[src/rtl/demux_pkg.sv]
// Shared constants and helpers for the flow-controlled 1-to-N stream demux.
// Mode encodings and select-width derivation live here.
package demux_pkg;

    localparam logic MODE_ROUTE = 1'b0;
    localparam logic MODE_BCAST = 1'b1;

    // A single channel select bit is still needed when only one channel exists
    function automatic int sel_width(input int n);
        return (n > 1) ? $clog2(n) : 1;
    endfunction

endpackage

[src/rtl/demux_out_slot.sv]
// One-entry output holding register with valid/ready handshake.
// Allows a same-edge drain and refill so a streaming channel runs at full rate.
module demux_out_slot
    import demux_pkg::*;
#(
    parameter int W = 8
) (
    input  logic         CLK,
    input  logic         RST_N,
    input  logic         LOAD,
    input  logic [W-1:0] DIN,
    output logic         VALID,
    input  logic         READY,
    output logic [W-1:0] DOUT,
    output logic         FREE
);

    logic         r_valid;
    logic [W-1:0] r_data;

    always_ff @(posedge CLK) begin
        if (!RST_N) begin
            r_valid <= 1'b0;
            r_data  <= '0;
        end else if (LOAD) begin
            r_valid <= 1'b1;
            r_data  <= DIN;
        end else if (READY) begin
            r_valid <= 1'b0;
        end
    end

    assign FREE  = !r_valid || READY;
    assign VALID = r_valid;
    assign DOUT  = r_data;

endmodule

[src/rtl/stream_demux_1xn.sv]
// Registered 1-to-N stream demux with routed/broadcast modes,
// per-channel backpressure and a saturating drop counter for bad selects.
module stream_demux_1xn
    import demux_pkg::*;
#(
    parameter  int N     = 8,
    parameter  int W     = 8,
    parameter  int CNT_W = 8,
    localparam int M     = sel_width(N)
) (
    input  logic             CLK,
    input  logic             RST_N,
    input  logic             MODE,
    input  logic [W-1:0]     D,
    input  logic [M-1:0]     S,
    input  logic             IN_VALID,
    output logic             IN_READY,
    output logic [N*W-1:0]   Y,
    output logic [N-1:0]     Y_VALID,
    input  logic [N-1:0]     Y_READY,
    output logic [CNT_W-1:0] DROP_CNT
);

    logic [N-1:0]     w_free;
    logic [N-1:0]     w_sel;
    logic [N-1:0]     w_load;
    logic [31:0]      w_s_ext;
    logic             w_in_range;
    logic             w_bcast;
    logic             w_accept;
    logic             w_drop;
    logic [CNT_W-1:0] r_drop_cnt;

    assign w_s_ext    = 32'(S);
    assign w_in_range = w_s_ext < 32'(N);
    assign w_bcast    = (MODE == MODE_BCAST);

    // One-hot decode; stays all-zero for an out-of-range select
    always_comb begin
        w_sel = '0;
        for (int k = 0; k < N; k++) begin
            w_sel[k] = (w_s_ext == 32'(k));
        end
    end

    always_comb begin
        IN_READY = 1'b1;
        if (w_bcast) begin
            IN_READY = &w_free;
        end else if (w_in_range) begin
            IN_READY = |(w_free & w_sel);
        end
    end

    assign w_accept = IN_VALID && IN_READY;
    assign w_drop   = w_accept && !w_bcast && !w_in_range;

    always_comb begin
        w_load = '0;
        if (w_accept) begin
            w_load = w_bcast ? '1 : w_sel;
        end
    end

    always_ff @(posedge CLK) begin
        if (!RST_N) begin
            r_drop_cnt <= '0;
        end else if (w_drop && (r_drop_cnt != '1)) begin
            r_drop_cnt <= r_drop_cnt + 1'b1;
        end
    end

    assign DROP_CNT = r_drop_cnt;

    for (genvar k = 0; k < N; k++) begin : g_slot
        demux_out_slot #(
            .W(W)
        ) u_slot (
            .CLK   (CLK),
            .RST_N (RST_N),
            .LOAD  (w_load[k]),
            .DIN   (D),
            .VALID (Y_VALID[k]),
            .READY (Y_READY[k]),
            .DOUT  (Y[k*W +: W]),
            .FREE  (w_free[k])
        );
    end

endmodule

[config.mk]
export PLATFORM = sky130hd
export DESIGN_NAME = stream_demux_1xn
export DESIGN_NICKNAME = d
export VERILOG_FILES = /design/src/rtl/demux_pkg.sv /design/src/rtl/demux_out_slot.sv /design/src/rtl/stream_demux_1xn.sv
export SDC_FILE = /design/constraint.sdc
export NUM_CORES = 1
export LEC_CHECK = 0
export ABC_AREA = 1
export CAP_MARGIN = 5
export CORE_MARGIN = 1
export CORE_UTILIZATION = 48
export CTS_CLUSTER_SIZE = 20
export DETAILED_ROUTE_END_ITERATION = 10
export PLACE_DENSITY = 0.88
export REMOVE_ABC_BUFFERS = 1
export SYNTH_ARGS = -nofsm -noshare
export SYNTH_HDL_FRONTEND = slang
export SYNTH_SLANG_ARGS = --single-unit
[constraint.sdc]
create_clock -name CLK -period 1.71 [get_ports CLK]
set_input_delay 0.342 -clock CLK [delete_from_list [all_inputs] [get_ports CLK]]
set_output_delay 0.342 -clock CLK [all_outputs]
set_load 0.02 [all_outputs]
Word level (Yosys, flattened, before mapping)
Index checks and enable logic that the tools add are counted.

storage, ports and cells
  word-level logic and storage cells = 81
  input port bits = 23
  register bits = 80
  output and inout port bits = 81

operators by class
  order comparisons = 1
  bitwise logic cells = 1
  reductions and logical operators = 33
  equality and inequality tests = 8
  muxes and demuxes = 20
  add/subtract/negate cells = 1

operator list
  operator             count
  $logic_not 32->1     1
  $mux 1               18
  $mux 8               2
  $reduce_bool 2->1    8
  $eq 3x3->1 const B   4
  $logic_not 1->1      10
  $add 8x1->8 const B  1
  $and 8x8->8          1
  $logic_or 1x1->1     8
  $ne 8x8->1 const B   1
  $reduce_and 8->1     1
  $reduce_or 8->1      1
  $eq 3x2->1 const B   2
  $logic_and 1x1->1    4
  $lt 3x4->1 const B   1
  $eq 3x1->1 const B   1

Logic depth before layout (Yosys ltp)
  word-level depth = 10
  depth in mapped cells = 14
  mapped depth without buffers = 12

By module
A second synthesis with hierarchy kept.

unflattened totals
  cells, all modules = 364
  area total of the unflattened synthesis = 2790.2 um2

by module, submodules not included
  module            times used  sequential area each (um2)  area an instance (um2)  cells each
  demux_out_slot    8           180.2                       304.0                   38
  stream_demux_1xn  1           0.0                         357.8                   60

Worst setup path before layout
Ideal clock, no wire load.

  path kind = input to output
  from = input S[2]
  to = output IN_READY
  cell stages on the path = 10
  buffers on the path = 2
  data required time = 1.368 ns
  setup slack = 0.129 ns
  data arrival time = 1.239 ns
  cell sequence = buf_4 -> inv_2 -> nor2_1 -> nand2_1 -> nand2_1 -> nor2_1 -> nand2_1 -> nand2_1 -> nand2_4 -> buf_2

on the way
  cells in the longest elaborated chain, start to end = 5
  elaborated cells on any way between the ends = 13
  classes of those cells = order compare (1); eq/ne (7); mux (2); bitwise (1); reduce/logical (2)

RTL lines
  item                                      RTL line                RTL
  from (decl)                               stream_demux_1xn.sv:15  input logic [M-1:0] S,
  $logic_not 32->1 (tied with other cells)  stream_demux_1xn.sv:42  w_sel[k] = (w_s_ext == 32'(k));
  $and 8x8->8                               stream_demux_1xn.sv:51  IN_READY = |(w_free & w_sel);
  $reduce_or 8->1                           stream_demux_1xn.sv:51
  $mux 1 *                                  stream_demux_1xn.sv:50  end else if (w_in_range) begin
  $mux 1 *                                  stream_demux_1xn.sv:48  if (w_bcast) begin
  to (decl)                                 stream_demux_1xn.sv:17  output logic IN_READY,

Mark *: on every way between the ends. The rest lies on a longest branch, timed or not.

Worst setup path in the final report
  from = register g_slot[6].u_slot.r_valid
  to = output IN_READY

on the way
  cells in the longest elaborated chain, start to end = 6
  elaborated cells on any way between the ends = 7
  classes of those cells = mux (2); bitwise (1); reduce/logical (4)

RTL lines
  item                    RTL line                RTL
  from (decl)             demux_out_slot.sv:18    logic r_valid;
  from (signal assigned)  demux_out_slot.sv:23    r_valid <= 1'b0;
  from (signal assigned)  demux_out_slot.sv:26    r_valid <= 1'b1;
  from (signal assigned)  demux_out_slot.sv:29    r_valid <= 1'b0;
  $logic_not 1->1 *       demux_out_slot.sv:33    assign FREE = !r_valid || READY;
  $logic_or 1x1->1 *      demux_out_slot.sv:33
  $and 8x8->8             stream_demux_1xn.sv:51
  $reduce_or 8->1         stream_demux_1xn.sv:51
  $mux 1                  stream_demux_1xn.sv:50
  $mux 1 *                stream_demux_1xn.sv:48

Marks and branches as above.

==> summary.md <==
| Metric | Value |
|---|---|
| IO buf count | 95 |
| RSZ-0062 raised after global routing | yes |
| Initial DRC Count | 353 |
| Core Footprint | 7370 um2 |
| Setup violators final | 1 |
| Min Tclk post-route | 1720 ps |
| Sequential fraction of the synthesis area | 38.7% |
| Worst path slowest cell | dfxtp_1 |
| Gate Count Post-Synth | 583 |
| Setup ws final | -11.4 ps |
| CTS tree | built |
| Die width | 90.1 um |
| Total Power | 4.64 mW |
| Area of the mapped netlist | 3730 um2 |
| Vias in the first global route | 3584 |
| Leakage power total | 2.82 nW |
| Slew HR | 57.9% |
| Max-Cap Viols | 0 |
| Sw Ratio | 33.6% |
| Internal power | 3.08 mW |
| Drt pass-1 iters | 8 |
| Vias/cell | 4.96 |
| Worst path max stage delay | 360 ps |
| # diodes | 0 |
| Worst-margin pin slew | 632 ps |
| Via count | 4096 |
| Crit path max fanout | 3 |
| R2r startpoint | g_slot[6].u_slot.VALID |
| Ys Warns | 0 |
| Failing checks | setup timing |
| First-pass GRT wire length | 16.5 mm |
| CTS Sinks | 72 |
| Hold_sp | Y_READY[2] |
| Clk slew on worst S/H paths | 70 ps |
| Initial antenna violation count | 0 |
| GRT Util Overall | 25.4% |
| F_max | 581 MHz |
| Pin count of the biggest net entering global routing | 37 |
| Worst slack, placed | -834 ps |
| Wire length per cell | 13.2 um |
| PD cells | 845 nW/um2 |
| VDD IR max | 0.469 mV |
| Die height | 90.1 um |
| Delay-heaviest family, CP | simple AND/OR/NAND/NOR gates |
| H-Tree Depth | 3 |
| P&R area growth vs syn | 47.1% |
| Startpoint Class | register |
| Layout cells sized above 1 | 17.1% |
| Starting Density | 50.6% |
| Library cells used by synthesis | 18 |
| Die area | 8120 um2 |
| Combinational share of power | 33.6% |
| Setup_tns | -11.4 ps |
| Post-route clock period utilization | 101% |
| WP buf/inv | 1 |
| Final ANT Viol Nets | 0 |
| Routed wire length | 10.9 mm |
| Final Max Slew Viols | 0 |
| CTS Root Cell | clkbuf_8 |
| Final-stage net count | 744 |
| GRT overflow | 0 |
| Switching Power | 1.56 mW |
| Core Rows | 31 |
| Setup CP Type | register to primary output |
| Reg power frac | 41.0% |
| Final HPWL DP | 6.82 mm |
| I/O pin total | 104 |
| Worst skew pair latency | 360 ps |
| CP Data Required Time | 1370 ps |
| CP cell instances | nand2_2, nand3_2, nand2_1, nor2_1, nand2_1, nand2_2, nand2_4, buf_6 |
| Final Hold Viols | 0 |
| Syn avg cell area | 6.40 um2 |
| Num CTS Buffers | 9 |
| CTS Hold Bufs | 0 |
| Worst min-delay path class | primary input to register |
| Clk pwr share | 25.4% |
| Status | finished, violations left |
| Flops & latches, synth | 72 |
| Gp weighted congestion | 0.922 |
| Commonest non-fill, non-tap cells in the layout | 147 x inv_1, 147 x nand2_1, 73 x clkdlybuf4s50_1 |
| Crit end category | primary output |
| Crit path DAT | 1380 ps |
| Max Clock Skew | 9.22 ps |
| Bufs on Longest Clock Path | 2 |
| Critical path origin | g_slot[6].u_slot.VALID |
| DRC | 0 |
==> layout make-up <==
class                   count  area (um2)
clock inverters             4        20.0
clock buffers              12         145
well taps                  99         124
multi-input cells         335        1680
inverters                 149         559
repair buffers            154        1510
flip-flops and latches     72        1450
fillers                   545        1890
==> Yosys cell counts, drive strengths merged <==
| master | count | area [um2] |
|---|---|---|
| o21ai | 2 | 10.0 |
| buf | 25 | 178 |
| inv | 149 | 559 |
| conb | 1 | 3.75 |
| a21oi | 9 | 45.0 |
| dfxtp | 72 | 1440 |
| nor2 | 72 | 275 |
| nand3 | 15 | 153 |
| nand2 | 159 | 604 |
| clkbuf | 14 | 52.6 |
| nand4 | 65 | 407 |
==> worst reg2reg max path, delay by kind of cell (launching register included) <==
| family | cells | cell delay (ps) |
|---|---|---|
| AND/OR/NAND/NOR | 10 | 800 |
| buffers and inverters | 3 | 430 |
| flip-flops | 1 | 360 |
==> state kept, by name, summed over array words and instances, names as in the netlist <==
| register | flops |
|---|---|
| g_slot.u_slot.VALID | 8 |
| g_slot.u_slot.DOUT | 64 |
==> per-layer routing <==
metal | up-vias | GRT usage (%) | wire length, um
met5 | - | 0 | 0
met4 | 0 | 14.1 | 397
met3 | 36 | 3.98 | 722
met2 | 207 | 42.7 | 5230
met1 | 1837 | 30.8 | 4530
li1 | 2016 | - | -
==> power groups by stage <==
stage | combinational, mW | clock [mW] | sequential [mW]
final | 1.56 | 1.18 | 1.90
after global placement | 1.27 | 0 | 1.93
after global routing | 1.68 | 1.26 | 1.92
after floorplan | 0.531 | 0 | 2.10
after CTS | 1.37 | 1.19 | 1.90
after detailed placement | 1.30 | 0 | 1.93
==> metrics by stage <==
step	utilization (%)	cell area [um2]	hold WS [ps]	instances
final	74.4	5480	422	825
after global routing	74.4	5480	442	825
after CTS	70.5	5190	425	804
after detailed placement	66.6	4900	496	782
after global placement	66.6	4900	498	782
after floorplan	-	3520	463	551
==> what timing repair did <==
action | in CTS | in global routing
gates cloned | 1 | 7
pin swaps | 9 | 7
hold endpoints to repair | 0 | 0
resized for setup | 47 | 29
buffers inserted | 5 | 14
setup endpoints to repair | 77 | 72
==> final timing paths <==
path	end	slack, ps	cells past startpoint
min	g_slot[2].u_slot.VALID	420	4
max	IN_READY	-10	8
max reg2reg	g_slot[1].u_slot.DOUT[1]	50	13
min reg2reg	g_slot[3].u_slot.DOUT[3]	510	4
==> kinds of logic (layout without fill, tap and decap cells) <==
group	Yosys count	count (layout)	share of synthesized area (%)
simple gates	311	316	38.6
flops	72	72	38.7
buf+inv	188	319	21.2
compound gates	11	11	1.48
other cells	1	8	0.101
Note: power is estimated with default switching activity, not from simulation.
